[src/rtl/uart_pkg.sv]
// Shared UART definitions for the serial debug unit: FSM state encoding and
// default frame parameters. Imported by both the TX and RX blocks.
package uart_pkg;

    localparam int UART_OVERSAMPLE = 16;  // clk cycles per bit (16*9600 Hz clk -> 9600 baud)
    localparam int UART_DATA_BITS  = 8;

    typedef enum logic [1:0] {
        IDLE  = 2'd0,
        START = 2'd1,
        DATA  = 2'd2,
        STOP  = 2'd3
    } uart_state_t;

endpackage

[src/rtl/uart_bit_timer.sv]
// Bit-period timer: counts OVERSAMPLE clk cycles per bit and flags the last
// cycle of each bit with a one-cycle o_bit_done pulse. Held at zero by i_clr.
module uart_bit_timer
    import uart_pkg::*;
#(
    parameter int OVERSAMPLE = UART_OVERSAMPLE
) (
    input  logic clk,
    input  logic rst,
    input  logic i_clr,
    output logic o_bit_done
);

    localparam int                TICK_W    = (OVERSAMPLE > 1) ? $clog2(OVERSAMPLE) : 1;
    localparam logic [TICK_W-1:0] TICK_LAST = TICK_W'(OVERSAMPLE - 1);

    logic [TICK_W-1:0] r_tick;

    // NOTE: clocked state uses <= so every flop samples pre-edge values; = here would create ordering races.
    always_ff @(posedge clk) begin
        if (rst || i_clr) begin
            r_tick <= '0;
        end else if (r_tick == TICK_LAST) begin
            r_tick <= '0;
        end else begin
            r_tick <= r_tick + 1'b1;
        end
    end

    assign o_bit_done = (r_tick == TICK_LAST);

endmodule

[src/rtl/uart_tx_unit.sv]
// UART transmitter of the serial debug unit: one-entry holding register behind a
// vld/rdy handshake, feeding an 8N1 LSB-first serialiser with a registered txd.
module uart_tx_unit
    import uart_pkg::*;
#(
    parameter int OVERSAMPLE = UART_OVERSAMPLE,
    parameter int DATA_BITS  = UART_DATA_BITS,
    parameter int STOP_BITS  = 1
) (
    input  logic                 clk,
    input  logic                 rst,
    input  logic [DATA_BITS-1:0] d_tx,
    input  logic                 vld_tx,
    output logic                 rdy_tx,
    output logic                 txd,
    output logic                 busy
);

    localparam int BIT_CNT_W = $clog2(DATA_BITS + 1);

    logic [DATA_BITS-1:0] r_hold;
    logic                 r_hold_full;
    logic [DATA_BITS-1:0] r_shift;
    logic [BIT_CNT_W-1:0] r_bit_cnt;
    uart_state_t          r_state;
    logic                 r_txd;
    logic                 r_busy;

    logic w_bit_done;
    logic w_accept;
    logic w_last_data;
    logic w_last_stop;
    logic w_load;
    logic w_tmr_clr;

    assign w_accept    = vld_tx & ~r_hold_full;
    assign w_last_data = (r_bit_cnt == BIT_CNT_W'(DATA_BITS - 1));
    assign w_last_stop = (r_bit_cnt == BIT_CNT_W'(STOP_BITS - 1));

    // Hold -> shift transfer: from IDLE at once, or at the end of STOP for a gapless next frame.
    assign w_load = r_hold_full &
                    ((r_state == IDLE) | ((r_state == STOP) & w_bit_done & w_last_stop));

    // NOTE: default assigned first so no path through the case leaves w_tmr_clr unassigned (no latch).
    always_comb begin
        w_tmr_clr = 1'b0;
        case (r_state)
            IDLE:    w_tmr_clr = 1'b1;
            START:   w_tmr_clr = w_bit_done;
            DATA:    w_tmr_clr = w_bit_done & w_last_data;
            STOP:    w_tmr_clr = w_bit_done & w_last_stop;
            default: w_tmr_clr = 1'b1;
        endcase
    end

    uart_bit_timer #(
        .OVERSAMPLE (OVERSAMPLE)
    ) u_bit_timer (
        .clk        (clk),
        .rst        (rst),
        .i_clr      (w_tmr_clr),
        .o_bit_done (w_bit_done)
    );

    // NOTE: r_hold is pure data qualified by r_hold_full, so only the flag needs a reset.
    always_ff @(posedge clk) begin
        if (rst) begin
            r_hold_full <= 1'b0;
        end else if (w_accept) begin
            r_hold      <= d_tx;
            r_hold_full <= 1'b1;
        end else if (w_load) begin
            r_hold_full <= 1'b0;
        end
    end

    always_ff @(posedge clk) begin
        if (rst) begin
            r_state   <= IDLE;
            r_txd     <= 1'b1;
            r_busy    <= 1'b0;
            r_bit_cnt <= '0;
        end else begin
            case (r_state)
                IDLE: begin
                    if (r_hold_full) begin
                        r_shift <= r_hold;
                        r_state <= START;
                        r_txd   <= 1'b0;
                        r_busy  <= 1'b1;
                    end
                end
                START: begin
                    if (w_bit_done) begin
                        r_state   <= DATA;
                        r_bit_cnt <= '0;
                        r_txd     <= r_shift[0];
                    end
                end
                DATA: begin
                    if (w_bit_done) begin
                        if (w_last_data) begin
                            r_state   <= STOP;
                            r_bit_cnt <= '0;
                            r_txd     <= 1'b1;
                        end else begin
                            r_shift   <= r_shift >> 1;
                            r_bit_cnt <= r_bit_cnt + 1'b1;
                            r_txd     <= r_shift[1];
                        end
                    end
                end
                STOP: begin
                    if (w_bit_done) begin
                        if (!w_last_stop) begin
                            r_bit_cnt <= r_bit_cnt + 1'b1;
                        end else if (r_hold_full) begin
                            r_shift <= r_hold;
                            r_state <= START;
                            r_txd   <= 1'b0;
                        end else begin
                            r_state <= IDLE;
                            r_busy  <= 1'b0;
                        end
                    end
                end
                default: begin
                    r_state <= IDLE;
                    r_txd   <= 1'b1;
                    r_busy  <= 1'b0;
                end
            endcase
        end
    end

    assign rdy_tx = ~r_hold_full;
    assign txd    = r_txd;
    assign busy   = r_busy;

endmodule

[config.mk]
export PLATFORM = sky130hd
export DESIGN_NAME = uart_tx_unit
export DESIGN_NICKNAME = d
export VERILOG_FILES = /design/src/rtl/uart_pkg.sv /design/src/rtl/uart_bit_timer.sv /design/src/rtl/uart_tx_unit.sv
export SDC_FILE = /design/constraint.sdc
export NUM_CORES = 1
export LEC_CHECK = 0
export ABC_AREA = 0
export BUFFER_PORTS_ARGS = -buffer_cell sky130_fd_sc_hd__buf_2
export CORE_MARGIN = 5
export CORE_UTILIZATION = 45
export CTS_CLUSTER_DIAMETER = 60
export CTS_CLUSTER_SIZE = 28
export DETAILED_ROUTE_END_ITERATION = 10
export PLACE_DENSITY = 0.71
export SYNTH_ARGS = -nofsm -noshare
export SYNTH_HDL_FRONTEND = slang
export SYNTH_SLANG_ARGS = --single-unit
[constraint.sdc]
create_clock -name clk -period 3.3 [get_ports clk]
set_input_delay 0.33 -clock clk [delete_from_list [all_inputs] [get_ports clk]]
set_output_delay 0.33 -clock clk [all_outputs]
set_load 0.01 [all_outputs]
==> results of run 1 <==
==> worst min path at each step <==
stage,depth (start not counted),slack [ns],to
floorplan,1,0.42,u_bit_timer.r_tick[0]$_SDFF_PP0_
global placement,1,0.43,u_bit_timer.r_tick[0]$_SDFF_PP0_
detailed placement,1,0.44,u_bit_timer.r_tick[0]$_SDFF_PP0_
CTS,1,0.16,r_hold[4]$_DFFE_PP_
global route,1,0.14,r_hold[5]$_DFFE_PP_
finish,1,0.16,r_hold[1]$_DFFE_PP_
==> layer usage <==
metal	global-route usage	share of wire
met5	0	0
met4	0.06477	0.034
met3	0.05641	0.040
met2	0.2288	0.50
met1	0.1582	0.42
==> per-stage QoR <==
stage                     cell area, µm²  setup slack [ns]  utilization  hold WS, ns  power (µW)
after global routing                1540             1.059       0.5129       0.1389        1085
final                               1540             1.169       0.5129       0.1637        1020
after CTS                           1540             1.172       0.5129       0.1568        1024
after global placement              1485             1.257       0.4946       0.4263       793.6
after floorplan                     1386             1.077            -       0.4175       724.5
after detailed placement            1485             1.176       0.4946       0.4374       814.3
==> critical path, stage by stage, from the launching register on <==
cell,delay (ns)
dfxtp_1,0.37
inv_1,0.11
ha_1,0.39
or3_1,0.43
o211a_2,0.18
or4_1,0.47
a21oi_1,0.14
==> power by group through the flow <==
| stage | sequential [µW] | combinational [µW] | clock (µW) |
|---|---|---|---|
| floorplan | 474 | 251 | 0 |
| global placement | 481 | 312 | 0 |
| detailed placement | 483 | 331 | 0 |
| CTS | 475 | 332 | 217 |
| global route | 481 | 367 | 237 |
| finish | 476 | 332 | 213 |
==> cells in the mapped netlist, drive strengths merged, types with 2 or more instances <==
cell type | count | share of area
a22o | 7 | 0.044
dfxtp | 13 | 0.19
nand4 | 2 | 0.0090
mux2i | 3 | 0.022
ha | 8 | 0.072
a211oi | 3 | 0.016
nor2 | 12 | 0.032
a21oi | 7 | 0.025
inv | 9 | 0.024
and3 | 3 | 0.014
nor3b | 2 | 0.014
nand3 | 5 | 0.018
o21ai | 7 | 0.025
o31ai | 2 | 0.011
edfxtp | 16 | 0.35
clkbuf | 4 | 0.011
nand2 | 4 | 0.011
nor3 | 3 | 0.011
==> sequential cells by signal, indices dropped and copies added, names as in the netlist <==
register	flops
r_hold	8
r_bit_cnt	4
u_bit_timer.r_tick	4
r_state	2
r_shift	8
busy	1
r_hold_full	1
txd	1
==> cell usage in the layout, fill, tap and decap left out, drive strengths merged, types with 2 or more instances in the layout <==
cell / n
edfxtp: 16
buf: 14
dfxtp: 13
nor2: 12
inv: 9
ha: 8
a22o: 7
a21oi: 7
o21ai: 7
nand3: 5
clkbuf: 5
nand2: 4
and3: 3
a211oi: 3
nor3: 3
mux2i: 3
o31ai: 2
nand4: 2
clkinv: 2
nor3b: 2
==> final cells by class <==
class	count	area, µm²	area share
inverters	9	33.78	0.02193
repair buffers	14	72.57	0.04712
multi-input cells	85	596.8	0.3875
clock buffers	5	37.54	0.02437
well taps	33	41.29	0.02681
clock inverters	3	17.52	0.01137
flip-flops and latches	29	740.7	0.4809
==> cell families (layout without fill, tap and decap cells) <==
logic type                 after synthesis  in the layout
buffers and inverters                   13             31
AOI/OAI and AO/OA                       33             33
DFF                                     29             29
and+or+nand+nor                         39             39
adders and majority gates                8              8
xor gates and xnor gates                 2              2
muxes                                    3              3
==> reports/qor.yml, run 1 <==
placement:
  place_congestion: 0.8268
  dp_hpwl_um: 2031
  io_buffers: 13
  placed_cells: 170
route:
  wl_per_cell_um: 15.35
  drtIter0Drc: 36
  viasPerCell: 5.820
  vias: 1036
  antenna_left: 0
  drtPass1Iterations: 4
  wl_um: 2733
  drc_errors: 0
power:
  power.density_mw_per_mm2: 662.5
  p_leak_uw: 0.0005862
  swShare: 0.3566
  ir_worst_vdd_v: 0.0004191
  sequentialPowerShare: 0.466
  switching_power_uw: 363.9
  pwr-share-clk: 0.209
  p_comb_frac: 0.325
  internal_power_uw: 656.5
global_route:
  grt_max_degree: 16
  antenna_found_initial: 0
  grt_use_total: 0.1396
  grt_overflow: 0
  grt_pass1_vias: 997
  grt_pass1_wl_um: 4416
die:
  ioPinCount: 14
  die-height_um: 65.51
  core_mm2: 0.003003
  start_util: 0.4617
  dieArea_mm2: 0.004291
  row_count: 20
  die_x_um: 65.51
yosys:
  synth-compound-area-share: 0.1679
  yosysWarnings: 0
  synth_cell_types: 36
  synth-main-ff-cell: "edfxtp_1"
  async_flop_share: 0
  synth-seq-cells: 29
  syn_area_mm2: 0.001386
  yosysSeqAreaShare: 0.5343
  synth.avg_cell_area_um2: 10.92
  muxShareOfSynthArea: 0.02166
  synth_edf_count: 16
  synth_nets: 146
  synth_top_family_by_area: "compound AO/OA/AOI/OAI gates"
  synth-xor-area-share: 0.01264
  yosys.area_share.simple: 0.1561
  syn_inst: 127
  synth_fa_ha_area_frac: 0.07220
clock_tree:
  clkTransAtPathRegs_ns: 0.10
  htreeDepth: 2
  cts_tree: "done"
  post-cts-setup-buffers: 0
  clock-root-buffer: "clkbuf_4"
  cts_buffer_depth: 2
  cts_resized: 0
  clkLatencyLatePin_ns: 0.33
  cts.sinks: 29
  cts_buffers: 5
  cts_hold_buf: 0
setup_path:
  crit_type: "flop to flop"
  critPathMaxFanout: 15
  worstSetupEndpoint: "r_bit_cnt[3]$_SDFFE_PP0P_"
  cp-start-kind: "flop"
  r2r_start: "r_state[0]$_SDFFE_PP0P_"
  cp.arrival_ns: 2.41
  cp.required_ns: 3.58
  end_kind: "flop"
  crit_start: "r_state[0]$_SDFFE_PP0P_"
  regToRegEndpoint: "r_bit_cnt[3]$_SDFFE_PP0P_"
  rr_worst_depth: 6
  r2r_slack_ns: 1.17
sta:
  max-slew-margin-rel: 0.6796
  tightest_slew_ns: 0.4805
  rsz0062_at_grt: "no"
  finalHoldViolCount: 0
  min_period_over_period: 0.6459
  final.min_clock_period_ns: 2.131
  slew_viol_final: 0
  setup_tns_ns: 0
  setup_viol: 0
  finalClockSkew_ns: 0.01135
  max_freq_mhz: 469.2
finish:
  drive_gt1_frac: 0.1862
  fillers: 292
  area_growth_pct: 11.10
  diodes: 0
  instances_no_fill: 178
  nets: 163
status:
  status: "complete, no violations"
hold_path:
  hold_start: "d_tx[1]"
  hold_path.class: "input port to flop"
job:
  cap_viol_max_count: 0
Power figures use the tool's default switching activity.
==> run 2, diff against run 1 <==
PLACE_DENSITY = 0.73   (was 0.71)
clock period = 1.77 ns   (was 3.3 ns; I/O delays follow)
==> run 2 against run 1 <==
- flip-flop and latch count is the same
- sequential power grew 90%
- global-route usage grew 2.2 points
- hold slack lost 0.14 ns
- critical endpoint is now r_shift[3]$_DFFE_PP_
- the flow now finishes with violations (setup timing)
- core utilization grew 12 points
- critical path type unchanged
- register-to-register slack lost 1.2 ns
- via count grew 12%
==> reports/qor.yml, run 2 (synthesized netlist as in run 1, its figures left out) <==
status:
  status: "finished, violations left"
  violations: "setup timing"
die:
  core_mm2: 0.003003  # unchanged
  dieArea_mm2: 0.004291  # unchanged
  start_util: 0.4617  # unchanged
  ioPinCount: 14  # unchanged
  die-height_um: 65.51  # unchanged
  row_count: 20  # unchanged
  die_x_um: 65.51  # unchanged
global_route:
  grt_use_total: 0.1613  # +0.02169
  grt_max_degree: 15  # -1
  grt_overflow: 0  # unchanged
  grt_pass1_vias: 1152  # +16%
  antenna_found_initial: 0  # unchanged
  grt_pass1_wl_um: 5133  # +16%
sta:
  finalHoldViolCount: 0  # unchanged
  finalClockSkew_ns: 0.008713  # -0.002638 ns
  max_freq_mhz: 553.8  # +18%
  fin_hold_ws_ns: 0.02122  # -0.1425 ns
  setup_viol: 7  # +7
  tightest_slew_ns: 0.5032  # +0.02271 ns
  final.min_clock_period_ns: 1.806  # -0.3257 ns
  slew_viol_final: 0  # unchanged
  setup_ws_ns: -0.03563  # -1.204 ns
  rsz0062_at_grt: "yes"
  max-slew-margin-rel: 0.6633  # -0.01638
  min_period_over_period: 1.020  # +0.3743
clock_tree:
  clock-root-buffer: "clkbuf_4"
  cts.sinks: 29  # unchanged
  htreeDepth: 2  # unchanged
  clkTransAtPathRegs_ns: 0.10  # about the same
  cts_buffers: 5  # unchanged
  clkLatencyLatePin_ns: 0.33  # about the same
  cts_buffer_depth: 2  # unchanged
  cts_tree: "done"
route:
  antenna_left: 0  # unchanged
  drc_errors: 0  # unchanged
  viasPerCell: 5.650  # -2.9%
  vias: 1164  # +12%
  drtPass1Iterations: 4  # unchanged
  wl_um: 3129  # +14%
  drtIter0Drc: 38  # +5.6%
  wl_per_cell_um: 15.19  # -1.1%
setup_path:
  cp-start-kind: "flop"
  crit_type: "flop to flop"
  rr_worst_depth: 6  # unchanged
  end_kind: "flop"
  cp.required_ns: 1.79  # -1.79 ns
  cp.arrival_ns: 1.82  # -0.59 ns
  critPathMaxFanout: 7  # -8
finish:
  reg.largest.list: "r_hold x8, r_shift x8"
  final_core_util: 0.6304  # +0.1175
  area_growth_pct: 36.55
  final_cell_mix: "25 x buf_4, 16 x edfxtp_1, 13 x buf_2"
  diodes: 0  # unchanged
  nets: 191  # +17%
  layout_commonest_cell: "buf_4"
  drive_gt1_frac: 0.4393  # +0.2531
power:
  p_leak_uw: 0.0007425  # +27%
  ir_worst_vdd_v: 0.0008041  # +92%
  power.density_mw_per_mm2: 1160  # +75%
  power.total_uw: 2197  # +120%
placement:
  io_buffers: 13  # unchanged
  place_congestion: 0.8337  # +0.83%
  dp_hpwl_um: 2171  # +6.9%
hold_path:
  holdPathStages: 1  # unchanged
  hold_path.class: "input port to flop"
job:
  cap_viol_max_count: 0  # unchanged
[run 2: worst paths after layout]
kind,startpoint,to,slack [ns]
setup reg to reg,r_bit_cnt[0]$_SDFFE_PP0P_,r_shift[3]$_DFFE_PP_,-0.04
setup / recovery,r_bit_cnt[0]$_SDFFE_PP0P_,r_shift[3]$_DFFE_PP_,-0.04
hold reg to reg,u_bit_timer.r_tick[0]$_SDFF_PP0_,u_bit_timer.r_tick[0]$_SDFF_PP0_,0.47
hold / removal,d_tx[2],r_hold[2]$_DFFE_PP_,0.02
[run 2: what timing repair did]
item | 4_1_cts | 5_1_grt
setup buffers | 7 | 1
hold buffers | 0 | 2
resized for setup | 17 | 10
setup endpoints to repair | 9 | 11
endpoints found under the hold margin | 0 | 2
pin swaps | 5 | 2
[run 2: per-stage QoR]
stage,cells,setup WS [ns],cell area (µm²),setup TNS (ns)
floorplan,127,0.01335,1415,0
global placement,189,-0.03355,1669,-0.2344
detailed placement,189,-0.1033,1669,-0.7564
CTS,204,-0.08188,1837,-0.5616
global route,206,-0.1119,1893,-0.8109
finish,206,-0.03563,1893,-0.2352
[run 2: metal layers]
metal	global-route usage	up-vias	part of all wire	wire (µm)
li1	-	569	-	-
met1	0.1874	564	0.42	1315
met2	0.2680	27	0.52	1619
met3	0.05299	4	0.046	144
met4	0.07513	0	0.015	48
met5	0	-	0	0
[run 2: area by class of cell]
class / count / area, µm²
Clock buffer: 6 / 41.29
Clock inverter: 2 / 10.01
Fill cell: 231 / 1110
Inverter: 9 / 33.78
Multi-Input combinational cell: 85 / 711.9
Sequential cell: 29 / 750.7
Tap cell: 33 / 41.29
Timing Repair Buffer: 42 / 304.0
[run 2: worst max-delay path, stage by stage, from the launching register on]
cell and delay [ns]:
dfxtp_2 0.34, inv_2 0.07, ha_4 0.11, nor3b_4 0.25, a21oi_2 0.12, nor4b_4 0.25, a21boi_4 0.34
[run 2: power by group]
part	switching, µW	internal (µW)	total, µW
Sequential	68.2	835	904
Combinational	456	452	908
Clock	234	151	385
==> run 3, diff against run 2 <==
ABC_AREA = 1   (was 0)
==> run 3 against run 2 <==
- the flow now finishes without violations
- via count is 4.0% lower
- clock skew is 0.0027 ns higher
- global-route usage is 2.4 points lower
- synthesized cell count is 37% higher
- register-to-register slack better by 0.22 ns
- flip-flop and latch count stayed put
- cell count is 19% higher
- combinational power is 24% higher
- wire length is 18% lower
- sequential share of layout area is 2.2 points higher
- setup slack better by 0.22 ns
- first-iteration DRC count is 16% higher
- largest power group unchanged
==> reports/qor.yml, run 3 <==
yosys:
  synth_top_area_frac: 0.3184  # -0.02816
  async_flop_share: 0  # unchanged
  synth_cell_types: 26  # -28%
  synth_top_cell_by_area: "edfxtp_1"
  synth.avg_cell_area_um2: 8.672  # -21%
  syn_inst: 174  # +37%
  synth-main-ff-cell: "edfxtp_1"
  yosysMostFrequentCell: "nand2_1"
  synth-seq-cells: 29  # unchanged
  ys_top_cells_by_area: "edfxtp_1 32%, dfxtp_1 17%, nand2_1 11%"
  syn_area_mm2: 0.001509  # +8.8%
  synthTopCellsByCount: "45 x nand2_1, 17 x nor2_1, 16 x edfxtp_1, 16 x inv_1, 15 x nand3_1"
  synth_nets: 193  # +32%
  yosysWarnings: 0  # unchanged
  synth_edf_count: 16  # unchanged
  yosysSeqAreaShare: 0.4909  # -0.04342
sta:
  slew_viol_final: 0  # unchanged
  fin_hold_ws_ns: 0.02304  # +0.001815 ns
  max_freq_mhz: 630.8  # +14%
  tightest_slew_ns: 0.5993  # +0.09604 ns
  finalClockSkew_ns: 0.01141  # +0.002693 ns
  max-slew-margin-rel: 0.5990  # -0.06426
  finalHoldViolCount: 0  # unchanged
  final.min_clock_period_ns: 1.585  # -0.2203 ns
  setup_viol: 0  # -7
  rsz0062_at_grt: "no"
  min_period_over_period: 0.8957  # -0.1245
  setup_tns_ns: 0  # +0.2352 ns
setup_path:
  cp.arrival_ns: 1.64  # -0.18 ns
  critPathMaxFanout: 7  # unchanged
  cp-start-kind: "flop"
  path_cells: "inv_1, ha_1, o21ai_0, inv_1, nor3_2, buf_4"
  end_kind: "flop"
  rr_worst_depth: 6  # unchanged
  cp_num_cells: 6  # unchanged
  crit_buf_inv: 3  # +2
  crit_type: "flop to flop"
  crit_family: "flip-flops"
  cpMaxStageDelayCell: "dfxtp_2"
  cp.required_ns: 1.82  # +0.03 ns
  crit_top_cell: "inv_1"
  slowest_delay_ns: 0.36  # +0.02 ns
finish:
  layout_commonest_cell: "nand2_1"
  diodes: 0  # unchanged
  reg.largest.list: "r_hold x8, r_shift x8"
  multi_input_area_um2: 678.2  # -4.7%
  final_cell_mix: "45 x nand2_1, 17 x nor2_1, 16 x inv_1, 16 x edfxtp_1, 15 x nand3_1"
  area_growth_pct: 17.50
  seqCellArea_um2: 742.0  # -1.2%
  fillers: 302  # +31%
  nets: 218  # +14%
  drive_gt1_frac: 0.2450  # -0.1943
global_route:
  grt_max_degree: 15  # unchanged
  grt_overflow: 0  # unchanged
  grt_pass1_wl_um: 4567  # -11%
  grt_pass1_vias: 1046  # -9.2%
  antenna_found_initial: 0  # unchanged
  grt_use_total: 0.1369  # -0.02447
route:
  drtIter0Drc: 44  # +16%
  drtPass1Iterations: 4  # unchanged
  viasPerCell: 4.541  # -20%
  wl_per_cell_um: 10.40  # -32%
  wl_um: 2559  # -18%
  wl_met3_um: 110  # -24%
  antenna_left: 0  # unchanged
  drc_errors: 0  # unchanged
  wl_met1_um: 1286  # -2.2%
  wl_met2_um: 1077  # -33%
  highest_layer: "met4"
  vias: 1117  # -4.0%
clock_tree:
  clock-root-buffer: "clkbuf_4"
  post-cts-setup-buffers: 0  # -7
  clkLatencyLatePin_ns: 0.33  # about the same
  cts_tree: "done"
  cts_buffers: 5  # unchanged
  cts_buffer_depth: 2  # unchanged
  clkTransAtPathRegs_ns: 0.09  # about the same
  htreeDepth: 2  # unchanged
  cts.sinks: 29  # unchanged
placement:
  io_buffers: 13  # unchanged
  place_congestion: 0.8444  # +1.3%
  dp_hpwl_um: 1956  # -9.9%
hold_path:
  hold_path.class: "input port to flop"
  holdPathStages: 1  # unchanged
job:
  cap_viol_max_count: 0  # unchanged
power:
  internal_power_uw: 1631  # +13%
  ir_worst_vdd_v: 0.0008144  # +1.3%
  swShare: 0.3855  # +0.04036
  switching_power_uw: 1023  # +35%
  power.density_mw_per_mm2: 1497  # +29%
  p_leak_uw: 0.0007884  # +6.2%
  p_comb_frac: 0.427  # +0.014
  sequentialPowerShare: 0.359  # -0.052
  pwr-share-clk: 0.214  # +0.039
status:
  status: "complete, no violations"
die:
  core_mm2: 0.003284  # +9.4%
  start_util: 0.4594  # -0.002238
  row_count: 21  # +5.0%
  die-height_um: 67.91  # +3.7%
  dieArea_mm2: 0.004611  # +7.5%
  ioPinCount: 14  # unchanged
  die_x_um: 67.91  # +3.7%
[run 3: area by class of cell]
cell class | instances | area share
clock inverter | 2 | 0.02117
tap | 46 | 0.03246
timing repair buffer | 21 | 0.07481
sequential | 29 | 0.4185
multi-input combinational | 123 | 0.3825
clock buffer | 6 | 0.02893
inverter | 19 | 0.04164
[run 3: stage by stage]
stage	area (µm²)	util	instances	setup slack (ns)	total power, µW
floorplan	1514	-	174	0.02591	1876
global placement	1653	0.5032	235	0.1599	2084
detailed placement	1653	0.5032	235	0.1159	2090
CTS	1742	0.5303	243	0.1066	2669
global route	1773	0.5398	246	0.001967	2919
finish	1773	0.5398	246	0.1847	2654
[run 3: path summary, 6_finish.rpt]
check / startpoint / endpoint / slack [ns]
min reg2reg: u_bit_timer.r_tick[0]$_SDFF_PP0_ / u_bit_timer.r_tick[0]$_SDFF_PP0_ / 0.45
min: d_tx[0] / r_hold[0]$_DFFE_PP_ / 0.02
max reg2reg: r_state[0]$_SDFFE_PP0P_ / r_shift[2]$_DFFE_PP_ / 0.18
max: r_state[0]$_SDFFE_PP0P_ / r_shift[2]$_DFFE_PP_ / 0.18
[run 3: repair_timing]
item                       4_1_cts  5_1_grt
hold buffers                     0        3
resized for setup                0        1
hold endpoints to repair         0        3
setup endpoints to repair        0        7
[run 3: logic make-up after synthesis]
logic type / count (synthesis) / share of synthesized area
simple gates: 96 / 0.2935
flops: 29 / 0.4909
buf+inv: 22 / 0.06302
compound gates: 16 / 0.06882
fa+ha+maj: 8 / 0.06634
xor+xnor: 3 / 0.01742
[run 3: power groups by stage]
stage,logic [µW],clock network (µW),registers (µW)
after CTS,1130,583,952
after floorplan,914,0,962
after global placement,1120,0,965
final,1130,569,952
after global routing,1330,615,971
after detailed placement,1120,0,969
[run 3: layer usage]
| layer | track usage | vias up |
|---|---|---|
| li1 | - | 611 |
| met4 | 0.08189 | 0 |
| met5 | 0 | - |
| met3 | 0.04598 | 8 |
| met2 | 0.1968 | 23 |
| met1 | 0.1771 | 475 |
